## config.mk

```make
export PLATFORM = sky130hd
export DESIGN_NAME = im_program_loader_flat
export DESIGN_NICKNAME = d
export VERILOG_FILES = /design/src/rtl/im_program_loader_pkg.sv /design/src/rtl/im_program_loader_if.sv /design/src/rtl/im_program_loader.sv /design/src/flat_wrapper.sv
export SDC_FILE = /design/constraint.sdc
export NUM_CORES = 1
export LEC_CHECK = 0
export BUFFER_PORTS_ARGS = -buffer_cell sky130_fd_sc_hd__buf_2
export CAP_MARGIN = 15
export CORE_UTILIZATION = 34
export CTS_CLUSTER_SIZE = 30
export DETAILED_ROUTE_END_ITERATION = 6
export GPL_TIMING_DRIVEN = 0
export PLACE_DENSITY = 0.62
export SLEW_MARGIN = 20
export SYNTH_ARGS = -nofsm -noshare
export SYNTH_HDL_FRONTEND = slang
export SYNTH_SLANG_ARGS = --single-unit
```

## constraint.sdc

```tcl
create_clock -name clk -period 1.9 [get_ports clk]
set_clock_uncertainty 0.05 [all_clocks]
set_input_delay 0.285 -clock clk [delete_from_list [all_inputs] [get_ports clk]]
set_output_delay 0.285 -clock clk [all_outputs]
set_load 0.01 [all_outputs]
```

## src/rtl/im_program_loader_pkg.sv

```systemverilog
// Shared constants and state encoding for the instruction-memory program loader.
package im_loader_pkg;

  localparam int DEF_ADDR_W  = 7;
  localparam int DEF_INSTR_W = 15;
  localparam int DEF_DEPTH   = 128;
  localparam int OPCODE_W    = 7;
  localparam int LIT_W       = 8;

  typedef enum logic [2:0] {
    IDLE  = 3'd0,
    LEN   = 3'd1,
    HI    = 3'd2,
    LO    = 3'd3,
    WRITE = 3'd4,
    CHK   = 3'd5,
    DONE  = 3'd6,
    ERR   = 3'd7
  } loader_state_e;

endpackage

```

## src/rtl/im_program_loader_if.sv

```systemverilog
// Byte-stream input, IM write port and CPU status signals of the program loader.
interface im_program_loader_if
  import im_loader_pkg::*;
#(
  parameter int ADDR_W  = DEF_ADDR_W,
  parameter int INSTR_W = DEF_INSTR_W
);

  logic               start;
  logic               in_valid;
  logic [7:0]         in_data;
  logic               in_ready;
  logic               im_we;
  logic [ADDR_W-1:0]  im_addr;
  logic [INSTR_W-1:0] im_wdata;
  logic               cpu_hold;
  logic               load_done;
  logic               load_err;
  logic [7:0]         word_count;

  modport slave (
    input  start, in_valid, in_data,
    output in_ready, im_we, im_addr, im_wdata, cpu_hold, load_done, load_err, word_count
  );

  modport master (
    output start, in_valid, in_data,
    input  in_ready, im_we, im_addr, im_wdata, cpu_hold, load_done, load_err, word_count
  );

endinterface

```

## src/rtl/im_program_loader.sv

```systemverilog
// Assembles LEN/(HI,LO)* byte streams into 15-bit IM words and holds the CPU until done.
// Define LOADER_CHECKSUM_EN to require a trailing XOR checksum byte per session.
module im_program_loader
  import im_loader_pkg::*;
#(
  parameter int ADDR_W  = DEF_ADDR_W,
  parameter int INSTR_W = DEF_INSTR_W,
  parameter int DEPTH   = DEF_DEPTH
) (
  input  logic              clk,
  input  logic              rst_n,
  im_program_loader_if.slave bus
);

  localparam logic [2:0] S_IDLE  = IDLE;
  localparam logic [2:0] S_LEN   = LEN;
  localparam logic [2:0] S_HI    = HI;
  localparam logic [2:0] S_LO    = LO;
  localparam logic [2:0] S_WRITE = WRITE;
  localparam logic [2:0] S_CHK   = CHK;
  localparam logic [2:0] S_DONE  = DONE;
  localparam logic [2:0] S_ERR   = ERR;

  logic [2:0]          state;
  logic [7:0]          n_words;
  logic [OPCODE_W-1:0] opcode;
  logic [7:0]          word_count;
  logic [ADDR_W-1:0]   im_addr;
  logic [INSTR_W-1:0]  im_wdata;
  logic                cpu_hold;
  logic                load_done;
  logic                load_err;
  logic                in_ready;
  logic                take;
  logic [7:0]          next_count;
`ifdef LOADER_CHECKSUM_EN
  logic [7:0]          chk_acc;
`endif

  always_comb begin
    in_ready = 1'b0;
    case (state)
      S_LEN, S_HI, S_LO: in_ready = 1'b1;
`ifdef LOADER_CHECKSUM_EN
      S_CHK:             in_ready = 1'b1;
`endif
      default:           in_ready = 1'b0;
    endcase
  end

  assign take       = in_ready && bus.in_valid;
  assign next_count = word_count + 8'd1;

  always_ff @(posedge clk or negedge rst_n) begin
    if (!rst_n) begin
      state      <= S_IDLE;
      n_words    <= '0;
      opcode     <= '0;
      word_count <= '0;
      im_addr    <= '0;
      im_wdata   <= '0;
      cpu_hold   <= 1'b1;
      load_done  <= 1'b0;
      load_err   <= 1'b0;
`ifdef LOADER_CHECKSUM_EN
      chk_acc    <= '0;
`endif
    end else begin
      case (state)
        S_IDLE, S_DONE, S_ERR: begin
          if (bus.start) begin
            state      <= S_LEN;
            word_count <= '0;
            load_done  <= 1'b0;
            load_err   <= 1'b0;
            cpu_hold   <= 1'b1;
`ifdef LOADER_CHECKSUM_EN
            chk_acc    <= '0;
`endif
          end
        end
        S_LEN: begin
          if (take) begin
            if (bus.in_data == 8'd0) begin
`ifdef LOADER_CHECKSUM_EN
              state     <= S_CHK;
`else
              state     <= S_DONE;
              load_done <= 1'b1;
              cpu_hold  <= 1'b0;
`endif
            end else if ({1'b0, bus.in_data} > 9'(DEPTH)) begin
              state    <= S_ERR;
              load_err <= 1'b1;
            end else begin
              n_words <= bus.in_data;
              state   <= S_HI;
            end
          end
        end
        S_HI: begin
          if (take) begin
            if (bus.in_data[7]) begin
              state    <= S_ERR;
              load_err <= 1'b1;
            end else begin
              opcode <= bus.in_data[OPCODE_W-1:0];
              state  <= S_LO;
`ifdef LOADER_CHECKSUM_EN
              chk_acc <= chk_acc ^ bus.in_data;
`endif
            end
          end
        end
        S_LO: begin
          // Address and data are registered here so they stay stable after the write pulse.
          if (take) begin
            im_addr  <= word_count[ADDR_W-1:0];
            im_wdata <= INSTR_W'({opcode, bus.in_data[LIT_W-1:0]});
            state    <= S_WRITE;
`ifdef LOADER_CHECKSUM_EN
            chk_acc  <= chk_acc ^ bus.in_data;
`endif
          end
        end
        S_WRITE: begin
          word_count <= next_count;
          if (next_count == n_words) begin
`ifdef LOADER_CHECKSUM_EN
            state     <= S_CHK;
`else
            state     <= S_DONE;
            load_done <= 1'b1;
            cpu_hold  <= 1'b0;
`endif
          end else begin
            state <= S_HI;
          end
        end
`ifdef LOADER_CHECKSUM_EN
        S_CHK: begin
          if (take) begin
            if (bus.in_data == chk_acc) begin
              state     <= S_DONE;
              load_done <= 1'b1;
              cpu_hold  <= 1'b0;
            end else begin
              state    <= S_ERR;
              load_err <= 1'b1;
            end
          end
        end
`endif
        default: state <= S_IDLE;
      endcase
    end
  end

  assign bus.in_ready   = in_ready;
  assign bus.im_we      = (state == S_WRITE);
  assign bus.im_addr    = im_addr;
  assign bus.im_wdata   = im_wdata;
  assign bus.cpu_hold   = cpu_hold;
  assign bus.load_done  = load_done;
  assign bus.load_err   = load_err;
  assign bus.word_count = word_count;

endmodule

```

## src/flat_wrapper.sv

```systemverilog
// flat-port wrapper written by rule: the top's interface ports become plain ports
module im_program_loader_flat import im_loader_pkg::*;
#(
  parameter int ADDR_W  = DEF_ADDR_W,
  parameter int INSTR_W = DEF_INSTR_W,
  parameter int DEPTH   = DEF_DEPTH
)
  (clk, rst_n, bus_start, bus_in_valid, bus_in_data, bus_in_ready, bus_im_we, bus_im_addr, bus_im_wdata, bus_cpu_hold, bus_load_done, bus_load_err, bus_word_count);
  im_program_loader_if #(.ADDR_W(ADDR_W), .INSTR_W(INSTR_W)) bus_i ();
  input  logic clk;
  input  logic rst_n;
  input wire logic [$bits(bus_i.start)-1:0] bus_start;
  input wire logic [$bits(bus_i.in_valid)-1:0] bus_in_valid;
  input wire logic [$bits(bus_i.in_data)-1:0] bus_in_data;
  output wire logic [$bits(bus_i.in_ready)-1:0] bus_in_ready;
  output wire logic [$bits(bus_i.im_we)-1:0] bus_im_we;
  output wire logic [$bits(bus_i.im_addr)-1:0] bus_im_addr;
  output wire logic [$bits(bus_i.im_wdata)-1:0] bus_im_wdata;
  output wire logic [$bits(bus_i.cpu_hold)-1:0] bus_cpu_hold;
  output wire logic [$bits(bus_i.load_done)-1:0] bus_load_done;
  output wire logic [$bits(bus_i.load_err)-1:0] bus_load_err;
  output wire logic [$bits(bus_i.word_count)-1:0] bus_word_count;
  assign bus_i.start = bus_start;
  assign bus_i.in_valid = bus_in_valid;
  assign bus_i.in_data = bus_in_data;
  assign bus_in_ready = bus_i.in_ready;
  assign bus_im_we = bus_i.im_we;
  assign bus_im_addr = bus_i.im_addr;
  assign bus_im_wdata = bus_i.im_wdata;
  assign bus_cpu_hold = bus_i.cpu_hold;
  assign bus_load_done = bus_i.load_done;
  assign bus_load_err = bus_i.load_err;
  assign bus_word_count = bus_i.word_count;
  im_program_loader #(.ADDR_W(ADDR_W), .INSTR_W(INSTR_W), .DEPTH(DEPTH)) u_core (.clk(clk), .rst_n(rst_n), .bus(bus_i));
endmodule
```

==> flow_metrics.tcl <==
set metrics [dict create \
    p_comb_frac 0.400 \
    globalplace.congestion 0.795 \
    grt_max_degree 52 \
    p_seq_frac 0.429 \
    cp-end-kind "register" \
    core_area_um2 6790 \
    layout.nets 267 \
    cts_inserted_buffers 5 \
    initial_core_util 0.351 \
    ant_nets 0 \
    synth.largest_area_cell "dfrtp_1" \
    die-width_um 85.8 \
    r2r-start "u_core.state[0]" \
    synth_top_area_frac 0.524 \
    fin_util 0.425 \
    die_height_um 85.8 \
    async_reset_ff_frac 1.00 \
    h-tree-depth 2 \
    antenna_found_initial 0 \
    max-vdd-ir-drop_mv 0.543 \
    finalWorstPathRequiredPeriod_ns 1.77 \
    slowest_stage "dfrtp_1" \
    r2r_slack_ns 0.13 \
    netlist_area_um2 2390 \
    finalHoldViolations 0 \
    clock_power_share 0.171 \
    io_pins 47 \
    drive_above_1_share 0.455 \
    clock_latency_ns 0.32 \
    reg2reg_depth 6 \
    power.density_nw_per_um2 1410 \
    crit_path_max_incr_delay_ns 0.37 \
    wl_met1_um 2290 \
    drc_errors 1 \
    min_from "bus_in_data[5]" \
    synth_cell_types 41 \
    drt_iter0_markers 78 \
    die-area_um2 7360 \
    drt-vias-per-instance 4.78 \
    fillers 666 \
    grt_pass1_vias 1623 \
    met2_length_um 2260 \
    maxSlewViolCount 0 \
    dr.max_layer_used "met4" \
    slew_headroom 0.564 \
    multi_input_area_um2 1040 \
    worst-path-buf-inv 2 \
    min_to "u_core.bus.im_wdata[5]" \
    min_path_type "in2reg" \
    cts_tree "done" \
    cts_max_path_buffers 2 \
    cts_root_buffer "clkbuf_8" \
    finalSetupViolCount 0 \
    cp_num_cells 6 \
    max_cap_violations 0 \
    p_switching_mw 1.44 \
    hold_depth 2 \
    fin_crit_sh 0.931 \
    arrival_ns 1.93 \
    tightestPinTransition_ns 0.654 \
    finalSetupTns_ns 0 \
    routed_wl_um 4800 \
    clock.fmax_mhz 565 \
    overflow 0 \
    seqCellArea_um2 1280 \
    crit_type "reg2reg" \
    p_leak_nw 1.35 \
    area_growth_pct 20.9 \
    cp_cell_sequence "buf_4 -> nand2_1 -> nor2_1 -> nand2_1 -> buf_2 -> mux2_2" \
    reg2reg_to "u_core.bus.im_wdata[1]" \
    via_count 1677 \
    synth.avg_cell_area_um2 12.1 \
    synth_edf_count 0 \
    synth-seq-cells 51 \
    sw_frac_of_total 0.354 \
    synth_ff_type "dfrtp_1" \
    hpwl_um 3330 \
    clkTransAtPathRegs_ns 0.11 \
    cts_sinks 51 \
    path_max_fanout 10 \
    portBuffers 45 \
    synth_area_leaders "dfrtp_1 52%, mux2_2 17%, o21ai_0 2.7%, xnor2_1 2.6%, nand2_1 2.4%" \
    crit_required_ns 2.06 \
    holdWs_ns 0.198 \
    num_antenna_cells 0 \
    met3_length_um 178 \
    p_int_mw 2.63 \
    wl_per_cell_um 13.7 \
    worst_path_most_repeated_cell "nand2_1" \
    num_rows 30 \
    synth_warnings 0 \
    syn_inst 198 \
    crit_family "buffers and inverters" \
    syn-num-nets 211 \
    ys_seq_area_frac 0.535 \
    grtUsageTotal 0.140 \
    start_kind "register" \
    dr.pass1.iters 6 \
    violations "DRC" \
    rsz0062_at_grt "false" \
    grt_pass1_wl_um 7990 \
    status "finished with violations" \
]
registers in the layout, summed over array words and instances, names as in the netlist:
signal,count
u_core.bus.cpu_hold,1
u_core.bus.im_addr,7
u_core.bus.im_wdata,15
u_core.bus.load_done,1
u_core.bus.load_err,1
u_core.bus.word_count,8
u_core.n_words,8
u_core.opcode,7
u_core.state,3
cells by family after synthesis:
family / count (synthesis) / share of synthesized area
flip-flops: 51 / 0.535
AND/OR/NAND/NOR: 49 / 0.108
multiplexers: 39 / 0.183
AO/OA/AOI/OAI: 32 / 0.0828
XOR/XNOR: 13 / 0.0535
buffers and inverters: 13 / 0.0325
adder cells (fa/ha/maj): 1 / 0.00524
how the worst max path moves through the flow:
| stage | start | endpoint | slack (ns) |
|---|---|---|---|
| after floorplan | u_core.bus.word_count[0] | u_core.state[2] | 0.19 |
| after global placement | bus_in_data[2] | u_core.n_words[4] | 0.01 |
| after detailed placement | bus_in_data[2] | u_core.n_words[4] | 0.002 |
| after CTS | u_core.bus.word_count[0] | u_core.state[2] | 0.04 |
| after global routing | u_core.bus.word_count[1] | u_core.state[2] | 0.02 |
| final | u_core.state[0] | u_core.bus.im_wdata[1] | 0.13 |
metrics by stage:
step                      setup slack [ns]  total power, mW  instance area (µm²)  std cells
after global placement              0.0110             3.32                 2730        339
after detailed placement           0.00226             3.37                 2730        339
after global routing                0.0156             4.36                 2890        351
final                                0.131             4.07                 2890        351
after floorplan                      0.192             2.86                 2390        198
after CTS                           0.0402             4.07                 2850        348
synthesized netlist by cell type, types with 2 or more instances:
| library cell | instances |
|---|---|
| a211oi_1 | 2 |
| a21o_1 | 2 |
| a21oi_1 | 7 |
| and2_1 | 2 |
| and3_1 | 2 |
| buf_2 | 4 |
| buf_4 | 6 |
| dfrtp_1 | 50 |
| mux2_2 | 37 |
| mux2i_1 | 2 |
| nand2_1 | 15 |
| nand3_1 | 3 |
| nand4_1 | 2 |
| nor2_1 | 9 |
| nor3_1 | 3 |
| o21ai_0 | 13 |
| o31ai_1 | 2 |
| o41ai_1 | 2 |
| or3_1 | 3 |
| xnor2_1 | 7 |
| xor2_1 | 5 |
per-layer routing:
| metal | GRT usage | vias to the layer above |
|---|---|---|
| met1 | 0.191 | 819 |
| met2 | 0.220 | 39 |
| li1 | - | 813 |
| met3 | 0.0318 | 6 |
| met4 | 0.0455 | 0 |
| met5 | 0 | - |
power by group through the flow:
stage	Sequential (mW)	Combinational (mW)	Clock, mW
3_5_place_dp	1.77	1.60	0
6_report	1.74	1.63	0.696
3_3_place_gp	1.75	1.57	0
5_1_grt	1.81	1.78	0.769
4_1_cts	1.75	1.60	0.723
2_1_floorplan	1.84	1.03	0
layout by cell type, fill, tap and decap left out, types with 7 or more instances in the layout:
| cell type | instances |
|---|---|
| o21ai_0 | 13 |
| dfrtp_1 | 48 |
| xnor2_1 | 7 |
| a21oi_1 | 7 |
| nand2_1 | 15 |
| mux2_2 | 37 |
| nor2_1 | 9 |
| buf_2 | 48 |
| buf_4 | 10 |
layout make-up:
type | instances | area share
inverter | 2 | 0.00304
timing repair buffer | 49 | 0.0902
buffer | 11 | 0.0239
tap | 96 | 0.0416
sequential | 51 | 0.444
clock inverter | 3 | 0.0117
multi-input combinational | 134 | 0.362
clock buffer | 5 | 0.0239
what timing repair did:
item                                    in CTS  in global routing
hold buffers                                 1                  0
buffers inserted                             0                  3
resized for setup                            1                  4
endpoints found under the setup margin       1                 10
pin swaps                                    0                  1
hold endpoints to repair                    50                  0
Note: power is estimated with default switching activity, not from simulation.
